[config.mk]
export PLATFORM = sky130hd
export DESIGN_NAME = key_schedule_seq
export DESIGN_NICKNAME = d
export VERILOG_FILES = /design/src/rtl/key_schedule_seq.sv
export SDC_FILE = /design/constraint.sdc
export NUM_CORES = 1
export LEC_CHECK = 0
export CORE_MARGIN = 8
export CORE_UTILIZATION = 35
export DETAILED_ROUTE_END_ITERATION = 6
export GPL_TIMING_DRIVEN = 0
export HOLD_SLACK_MARGIN = 0.15
export PLACE_DENSITY_LB_ADDON = 0.15
export SLEW_MARGIN = 20
export SYNTH_ARGS = -nofsm -noshare
export SYNTH_HDL_FRONTEND = slang
export SYNTH_SLANG_ARGS = --single-unit
[constraint.sdc]
create_clock -name clk -period 2.4 [get_ports clk]
set_input_delay 0.48 -clock clk [delete_from_list [all_inputs] [get_ports clk]]
set_output_delay 0.48 -clock clk [all_outputs]
set_load 0.05 [all_outputs]
[src/rtl/key_schedule_seq.sv]
// key_schedule_seq: sequential C/D key-half rotator. It produces NROUNDS
// shifted {C,D} round keys (before PC-2) over a valid/ready handshake. The
// encrypt schedule rotates left and the decrypt schedule rotates right.
module key_schedule_seq #(
  parameter int                 HALF_W      = 28,
  parameter int                 NROUNDS     = 16,
  parameter logic [NROUNDS-1:0] SHIFT1_MASK = NROUNDS'(16'h8103),
  localparam int                RW          = $clog2(NROUNDS + 1)
) (
  input  logic                clk,
  input  logic                rst_n,
  input  logic                start,
  input  logic                decrypt,
  input  logic                abort,
  input  logic [2*HALF_W-1:0] key_in,
  output logic [2*HALF_W-1:0] rk_out,
  output logic [RW-1:0]       rk_round,
  output logic                rk_valid,
  input  logic                rk_ready,
  output logic                busy,
  output logic                done
);

  localparam int KW = 2 * HALF_W;

  // A zero is padded on top so that a round index of RW bits fully addresses the mask.
  localparam logic [NROUNDS:0] MASK_X = {1'b0, SHIFT1_MASK};
  localparam logic [RW-1:0]    LAST   = RW'(NROUNDS);
  localparam logic [RW-1:0]    ONE    = RW'(1);

  typedef enum logic {IDLE = 1'b0, RUN = 1'b1} state_e;

  state_e          state_q, state_d;
  logic            mode_q, mode_d;
  logic [KW-1:0]   rk_out_q, rk_out_d;
  logic [RW-1:0]   rk_round_q, rk_round_d;
  logic            rk_valid_q, rk_valid_d;
  logic            done_q, done_d;

  logic            xfer;
  logic            last_round;
  logic [RW-1:0]   enc_idx;
  logic [RW-1:0]   dec_idx;

  // Rotate one key half by one position (one=1) or by two positions (one=0).
  function automatic logic [HALF_W-1:0] rot_half(input logic [HALF_W-1:0] x,
                                                 input logic left, input logic one);
    if (left) return one ? {x[HALF_W-2:0], x[HALF_W-1]}
                         : {x[HALF_W-3:0], x[HALF_W-1:HALF_W-2]};
    else      return one ? {x[0], x[HALF_W-1:1]}
                         : {x[1:0], x[HALF_W-1:2]};
  endfunction

  // C and D rotate by the same amount, and each half rotates only within itself.
  function automatic logic [KW-1:0] rot_cd(input logic [KW-1:0] cd,
                                           input logic left, input logic one);
    return {rot_half(cd[KW-1:HALF_W], left, one), rot_half(cd[HALF_W-1:0], left, one)};
  endfunction

  assign xfer       = rk_valid_q && rk_ready;
  assign last_round = (rk_round_q == LAST);
  // The next encrypt round r+1 uses mask bit r. The next decrypt round uses s(NROUNDS+1-r).
  assign enc_idx    = rk_round_q;
  assign dec_idx    = LAST - rk_round_q;

  // State register.
  // NOTE: sequential state uses non-blocking (<=) so that every flop samples pre-edge values.
  always_ff @(posedge clk or negedge rst_n) begin
    if (!rst_n) state_q <= IDLE;
    else        state_q <= state_d;
  end

  // Next-state logic: abort has priority over start and over the final transfer.
  // NOTE: each always_comb output gets a default first so that no path infers a latch.
  always_comb begin
    state_d = state_q;
    case (state_q)
      IDLE:    if (start && !abort)             state_d = RUN;
      RUN:     if (abort || (xfer && last_round)) state_d = IDLE;
      default:                                  state_d = IDLE;
    endcase
  end

  // Output and datapath next values. These are registered below.
  always_comb begin
    mode_d     = mode_q;
    rk_out_d   = rk_out_q;
    rk_round_d = rk_round_q;
    rk_valid_d = rk_valid_q;
    done_d     = 1'b0;
    case (state_q)
      IDLE: begin
        rk_valid_d = 1'b0;
        if (start && !abort) begin
          mode_d     = decrypt;
          rk_round_d = ONE;
          rk_valid_d = 1'b1;
          rk_out_d   = decrypt ? key_in : rot_cd(key_in, 1'b1, MASK_X[0]);
        end
      end
      RUN: begin
        if (abort) begin
          rk_valid_d = 1'b0;
        end else if (xfer) begin
          if (last_round) begin
            rk_valid_d = 1'b0;
            done_d     = 1'b1;
          end else begin
            rk_round_d = rk_round_q + ONE;
            rk_out_d   = mode_q ? rot_cd(rk_out_q, 1'b0, MASK_X[dec_idx])
                                : rot_cd(rk_out_q, 1'b1, MASK_X[enc_idx]);
          end
        end
      end
      default: rk_valid_d = 1'b0;
    endcase
  end

  // Output and datapath registers.
  // NOTE: every register here, including the key datapath, is reset, so outputs read 0 during reset.
  always_ff @(posedge clk or negedge rst_n) begin
    if (!rst_n) begin
      mode_q     <= 1'b0;
      rk_out_q   <= '0;
      rk_round_q <= '0;
      rk_valid_q <= 1'b0;
      done_q     <= 1'b0;
    end else begin
      mode_q     <= mode_d;
      rk_out_q   <= rk_out_d;
      rk_round_q <= rk_round_d;
      rk_valid_q <= rk_valid_d;
      done_q     <= done_d;
    end
  end

  assign rk_out   = rk_out_q;
  assign rk_round = rk_round_q;
  assign rk_valid = rk_valid_q;
  assign done     = done_q;
  assign busy     = (state_q == RUN);

endmodule

==> Implementation_results.wiki <==
{| class="wikitable"
! Metric !! Value
|-
| DRC errors left || 0
|-
| Crit path kind || flop to flop
|-
| Overall Global Routing Usage || between 15 and 20%
|-
| Critical path endpoint category || flop
|-
| Class of the tightest hold or removal check || flop to flop
|-
| Global-route wire length before repair || 37,460 um
|-
| Die height || 152.6 um
|-
| H-tree depth || 3
|-
| DRT Pass-1 Iters || 5
|-
| Max-capacitance violation count || 0
|-
| Ratio of cells with drive above 1 in the final layout || roughly 18%
|-
| Area of the die || between 20,000 and 25,000 um^2
|-
| Share of the yosys chip area belonging to registers || 24.91%
|-
| Cell Rows || 50
|-
| Setup slack of the critical path after layout || -0.009415 ns
|-
| DR iter-0 viols || 487
|-
| # clock sinks || 65
|-
| Placement Cell Area || about 8100 um^2
|-
| Total wirelength of the detailed-routed design || ~24,000 um
|-
| Leading register cell type out of synthesis || sky130_fd_sc_hd__dfrtp_1
|-
| Yosys Warn Count || 0
|-
| Final #Nets || 970
|-
| Storage element area || 1629 um^2
|-
| Fmax || 415.0 MHz
|-
| Count of antenna-violating nets left after detailed routing || 0
|-
| Final sum of negative setup slack || -0.01910 ns
|-
| Combined area of all synthesized cells || 6530 um^2
|-
| Starting density of the core || 35.26%
|-
| Via count of the first global-routing pass || 6,575
|-
| Number of inserted filler cells in the final layout || 1,826
|-
| Pwr per Cell Area || about 700 nW/um^2
|-
| Result of the run || finished with violations
|-
| Final instance count without filler cells || 1,141
|-
| Flip-flop and latch count after synthesis || between 60 and 70
|-
| Clock-pin slew on the worst setup and hold paths || 0.05 ns
|-
| GR Layer Usage met1 || approximately 27%
|-
| Maximum vdd drop || roughly 0.00037 V
|-
| Number of antenna diodes || 0
|-
| Routability congestion estimate from global placement || 0.8487
|-
| Minimum clock period after layout || 2.409 ns
|-
| Setup Viol. Count Final || 3
|-
| Core region area || 18,520 um^2
|-
| R2R Setup Slk || -0.009 ns
|-
| Count of flip-flops with a built-in enable after synthesis || 0
|-
| Clk root buf || sky130_fd_sc_hd__clkbuf_16
|-
| Combined area of the multi-input logic cells || approximately 4600 um^2
|-
| Net Count, Synth || 826
|-
| Max-slew violations || 0
|-
| GR peak layer || met2
|-
| Endpoints failing hold || 0
|-
| GRT Residual Overflow || 0
|-
| HPWL after DPL || between 15,000 and 20,000 um
|-
| Largest net degree at the start of global routing || 35
|-
| Slew at the pin closest to its max-slew limit || 0.5836 ns
|-
| Unrepaired setup endpoints after global routing || true
|-
| Clk buf depth || 2
|-
| Post-synth ARST share || 100.0%
|-
| Clock skew after layout || 0.007188 ns
|-
| Top-level port count || 126
|-
| Cell count after placement || 1,119
|-
| Startpoint Class || flop
|-
| Design area || 8775 um^2
|-
| Number of antenna violations at the first check in global routing || 0
|-
| Global-route track usage on met2 || 30.80%
|-
| Die extent in x || 152.6 um
|-
| Clock insertion delay at the later pin of the skew report || 0.34 ns
|-
| Arrival time reported for the critical path endpoint || approximately 2.7 ns
|-
| Number of I/O port buffers || 124
|-
| Final period util || 100.4%
|-
| Area overhead of the layout relative to synthesis || 34.37%
|-
| Per-cell via count in the routed design || just under 6
|-
| Met3 capacity usage during global routing || 3.517%
|-
| Unique masters post-synth || 43
|-
| Required time of the worst setup path || 2.67 ns
|-
| Number of standard cells after synthesis || 760
|-
| Clock tree from TritonCTS || built
|-
| Top fanout value on the critical path || 10
|-
| Num CTS Buffers || 9
|-
| Routed vias || 6,709
|-
| Leakage power total || 3.364 nW
|-
| Failing checks || negative setup slack
|-
| Worst-case headroom to the max-slew limit || 61.09%
|-
| Syn Area/Cell || 8.592 um^2
|-
| Fin util || 47.39%
|-
| Wire length per cell || slightly above 20 um
|}
kinds of logic after synthesis:
family	count (synthesis)	synth area share (%)
compound gates	181	21.42
simple gates	307	26.88
buf+inv	87	8.277
xor+xnor	3	0.4024
mux	113	17.34
flops	65	24.91
fa+ha+maj	4	0.7665
final timing paths:
| kind | startpoint | endpoint | cells past startpoint |
|---|---|---|---|
| max | rk_round[0] | rk_out[28] | 10 |
| min | rk_valid | rk_valid | 1 |
| max reg2reg | rk_round[0] | rk_out[28] | 10 |
| min reg2reg | rk_valid | rk_valid | 1 |
| max in group asynchronous | rst_n | rk_out[17] | 3 |
| min in group asynchronous | rst_n | rk_out[44] | 2 |
power breakdown:
| part | internal [mW] | leakage (nW) | switching (mW) |
|---|---|---|---|
| clock network | 0.746 | 0.129 | 0.504 |
| registers | 1.29 | 0.647 | 0.377 |
| logic | 1.40 | 2.59 | 1.99 |
| total | 3.45 | 3.36 | 2.87 |
registers in the layout, summed over array words and instances (netlist names):
name and cells:
rk_round 5, rk_valid 1, done 1, mode_q 1, rk_out 56, busy 1
cell usage after synthesis, types with 3 or more instances:
master	instances	share of area, %
sky130_fd_sc_hd__nand2_1	57	3.3
sky130_fd_sc_hd__o21ai_0	55	4.2
sky130_fd_sc_hd__mux2i_1	112	17
sky130_fd_sc_hd__or4b_1	55	8.4
sky130_fd_sc_hd__a22oi_2	19	3.6
sky130_fd_sc_hd__nor2_1	68	3.9
sky130_fd_sc_hd__buf_2	17	1.3
sky130_fd_sc_hd__dfrtp_1	65	25
sky130_fd_sc_hd__a22oi_1	37	4.3
sky130_fd_sc_hd__o31ai_1	3	0.34
sky130_fd_sc_hd__buf_6	16	2.8
sky130_fd_sc_hd__clkbuf_1	33	1.9
sky130_fd_sc_hd__nand3_1	58	4.4
sky130_fd_sc_hd__o2111ai_1	56	7.5
sky130_fd_sc_hd__nand2b_1	57	5.5
sky130_fd_sc_hd__buf_4	13	1.5
sky130_fd_sc_hd__nor2b_1	4	0.38
sky130_fd_sc_hd__ha_1	4	0.77
critical path, cell delays in order (launching register included):
cell	delay, ns
sky130_fd_sc_hd__dfrtp_2	0.42
sky130_fd_sc_hd__inv_4	0.07
sky130_fd_sc_hd__ha_4	0.14
sky130_fd_sc_hd__nor3b_2	0.15
sky130_fd_sc_hd__ha_1	0.26
sky130_fd_sc_hd__a41oi_2	0.22
sky130_fd_sc_hd__o21ai_4	0.14
sky130_fd_sc_hd__buf_6	0.16
sky130_fd_sc_hd__buf_8	0.13
sky130_fd_sc_hd__or4b_1	0.52
sky130_fd_sc_hd__nand3_1	0.10
timing repair:
item / 4_1_cts / 5_1_grt
setup buffers: 6 / 4
endpoints found under the setup margin: 57 / 56
resized for setup: 10 / 80
hold endpoints to repair: 31 / 0
pin swaps: 6 / 28
hold buffers: 1 / 0
layer usage:
layer  vias up  wire [um]
li1       3178          -
met1      3306      11120
met2       201      10880
met3        24       1288
met4         0        395
met5         -          0
layout by cell type (no fill, tap or decap), types with 4 or more instances in the layout:
master	count
sky130_fd_sc_hd__buf_6	18
sky130_fd_sc_hd__nor2_1	68
sky130_fd_sc_hd__o2111ai_2	18
sky130_fd_sc_hd__o21ai_0	55
sky130_fd_sc_hd__a22oi_1	16
sky130_fd_sc_hd__clkbuf_16	9
sky130_fd_sc_hd__dfrtp_1	63
sky130_fd_sc_hd__nand2b_1	56
sky130_fd_sc_hd__nand3_1	55
sky130_fd_sc_hd__or4b_1	53
sky130_fd_sc_hd__a22oi_2	40
sky130_fd_sc_hd__nand2_1	57
sky130_fd_sc_hd__clkbuf_1	17
sky130_fd_sc_hd__buf_8	4
sky130_fd_sc_hd__buf_2	16
sky130_fd_sc_hd__buf_4	24
sky130_fd_sc_hd__clkbuf_2	11
sky130_fd_sc_hd__nor2b_1	4
sky130_fd_sc_hd__clkdlybuf4s50_1	123
sky130_fd_sc_hd__mux2i_1	112
sky130_fd_sc_hd__o2111ai_1	38
final cells by class:
| cell class | instances | share of cell area [%] |
|---|---|---|
| Multi-Input combinational cell | 608 | 52.83 |
| Sequential cell | 65 | 18.57 |
| Timing Repair Buffer | 136 | 15.46 |
| Buffer | 82 | 6.688 |
| Tap cell | 234 | 3.337 |
| Clock buffer | 14 | 3.009 |
| Inverter | 2 | 0.1141 |
metrics by stage:
| step | total power, mW | hold WS, ns | worst slack (ns) |
|---|---|---|---|
| after floorplan | 3.805 | 0.1844 | -0.03011 |
| after global placement | 4.858 | 0.5280 | -1.923 |
| after detailed placement | 4.884 | 0.4584 | -0.3191 |
| after CTS | 6.175 | 0.5434 | 0.0001574 |
| after global routing | 6.668 | 0.5759 | -0.04578 |
| final | 6.316 | 0.5352 | -0.009415 |
No activity file was read; power rests on OpenSTA's default activity.
==> RTL change, RTL diff (same settings) <==
Make the reset (`rst_n`) synchronous in 2 clocked blocks.
--- a/src/rtl/key_schedule_seq.sv
+++ b/src/rtl/key_schedule_seq.sv
@@ -65,7 +65,7 @@
 
   // State register.
   // NOTE: sequential state uses non-blocking (<=) so that every flop samples pre-edge values.
-  always_ff @(posedge clk or negedge rst_n) begin
+  always_ff @(posedge clk) begin
     if (!rst_n) state_q <= IDLE;
     else        state_q <= state_d;
   end
@@ -118,7 +118,7 @@
 
   // Output and datapath registers.
   // NOTE: every register here, including the key datapath, is reset, so outputs read 0 during reset.
-  always_ff @(posedge clk or negedge rst_n) begin
+  always_ff @(posedge clk) begin
     if (!rst_n) begin
       mode_q     <= 1'b0;
       rk_out_q   <= '0;
Formal check against the unedited RTL: differs if rst_n is asserted again (counterexample within 4 cycles, from zero or initial values and one cycle with rst_n low); with rst_n held inactive, the same outputs for 4 cycles.
==> RTL change against the unedited design <==
- the run still ends with negative setup slack left
- first-iteration DRC count is 38% lower
- synthesized cell count is 23% lower
- synthesized area decreased by 23%
- worst setup slack got worse by 29 ps
- sequential cell count up 1
- critical path depth is 1 higher
- final area shrank 19%
- die area fell by 20%
- wire length down 28%
- utilization increased by 2.1 points
- critical path type unchanged
Power is not compared: it rests on default switching activity, and its combinational part moved more than twofold at a synthesized area within 25%.
==> RTL change: results <==
set metrics [dict create \
    status "finished with violations" \
    failed_checks "negative setup slack" \
    dpl.hpwl_um 12400 \
    via_count 5273 \
    clock_skew_ps 5.32 \
    synthDistinctLibCells 39 \
    drive_gt1_share_pct 12.4 \
    synth_compound_area_share_pct 35.5 \
    avgSynthCellArea_sq_um 8.64 \
    setup_viol 40 \
    nets 794 \
    ys_top_cells_by_area "dfxtp_1, o2111a_1, mux2i_1" \
    dp_cells 892 \
    cp_data_arrival_time_ps 2660 \
    layout_setup_ws_ps -38.5 \
    crit_start "rk_round[1]" \
    synth_top_area_cell "dfxtp_1" \
    met2_usage_pct 28.3 \
    synth-seq-area-share_pct 26.1 \
    cpPeakStageDelay_ps 410 \
    track_usage_pct 17.7 \
    final_cells 917 \
    placed_area_sq_mm 0.00656 \
    pre_cts_ws_ps -427 \
    gp_congestion 0.817 \
    use_met1_pct 23.1 \
    slowest_stage "or3b_4" \
    path_max_fanout 6 \
    h-tree-depth 3 \
    synthMuxAreaShare_pct 11.5 \
    grt.met3_usage_pct 4.07 \
    grt_pass1_wl_um 26700 \
    wirelength_um 17000 \
    synthArstFlopShare_pct 0 \
    grt_pass1_vias 5099 \
    wl_met1_um 7920 \
    setup_tns_ps -1040 \
    first_iter_violations 301 \
    synth_common_cells "nand2_1, dfxtp_1, mux2i_1" \
    relSlewSlack_pct 52.3 \
    synthXorXnorAreaFrac_pct 0.693 \
    drtPass1Iterations 4 \
    grt_max_degree 11 \
]
[RTL change: final cells by class]
class	count	area (sq um)
clock buffers	14	274
well taps	184	230
repair buffers	132	1350
plain buffers	65	354
clock inverters	2	10.0
fillers	1420	7240
inverters	3	16.3
flip-flops and latches	66	1330
multi-input cells	451	3510
[RTL change: worst max-delay path: cells and delay by family, from the launching register on]
kind                       cells  cell delay [ps]
AOI/OAI and AO/OA              1              210
buffers and inverters          3              360
DFF                            1              360
adders and majority gates      2              340
and+or+nand+nor                5             1040
[RTL change: final timing paths]
| check | end | slack (ps) | depth (start not counted) |
|---|---|---|---|
| worst max-delay path | rk_out[52] | -40 | 11 |
| worst min-delay path | rk_valid | 550 | 2 |
| worst max register to register | rk_out[52] | -40 | 11 |
| worst min register to register | rk_valid | 550 | 2 |
[RTL change: where the power goes]
group | internal (uW) | switching (uW) | total (uW)
registers | 1170 | 126 | 1290
logic | 432 | 537 | 968
clock network | 781 | 489 | 1270
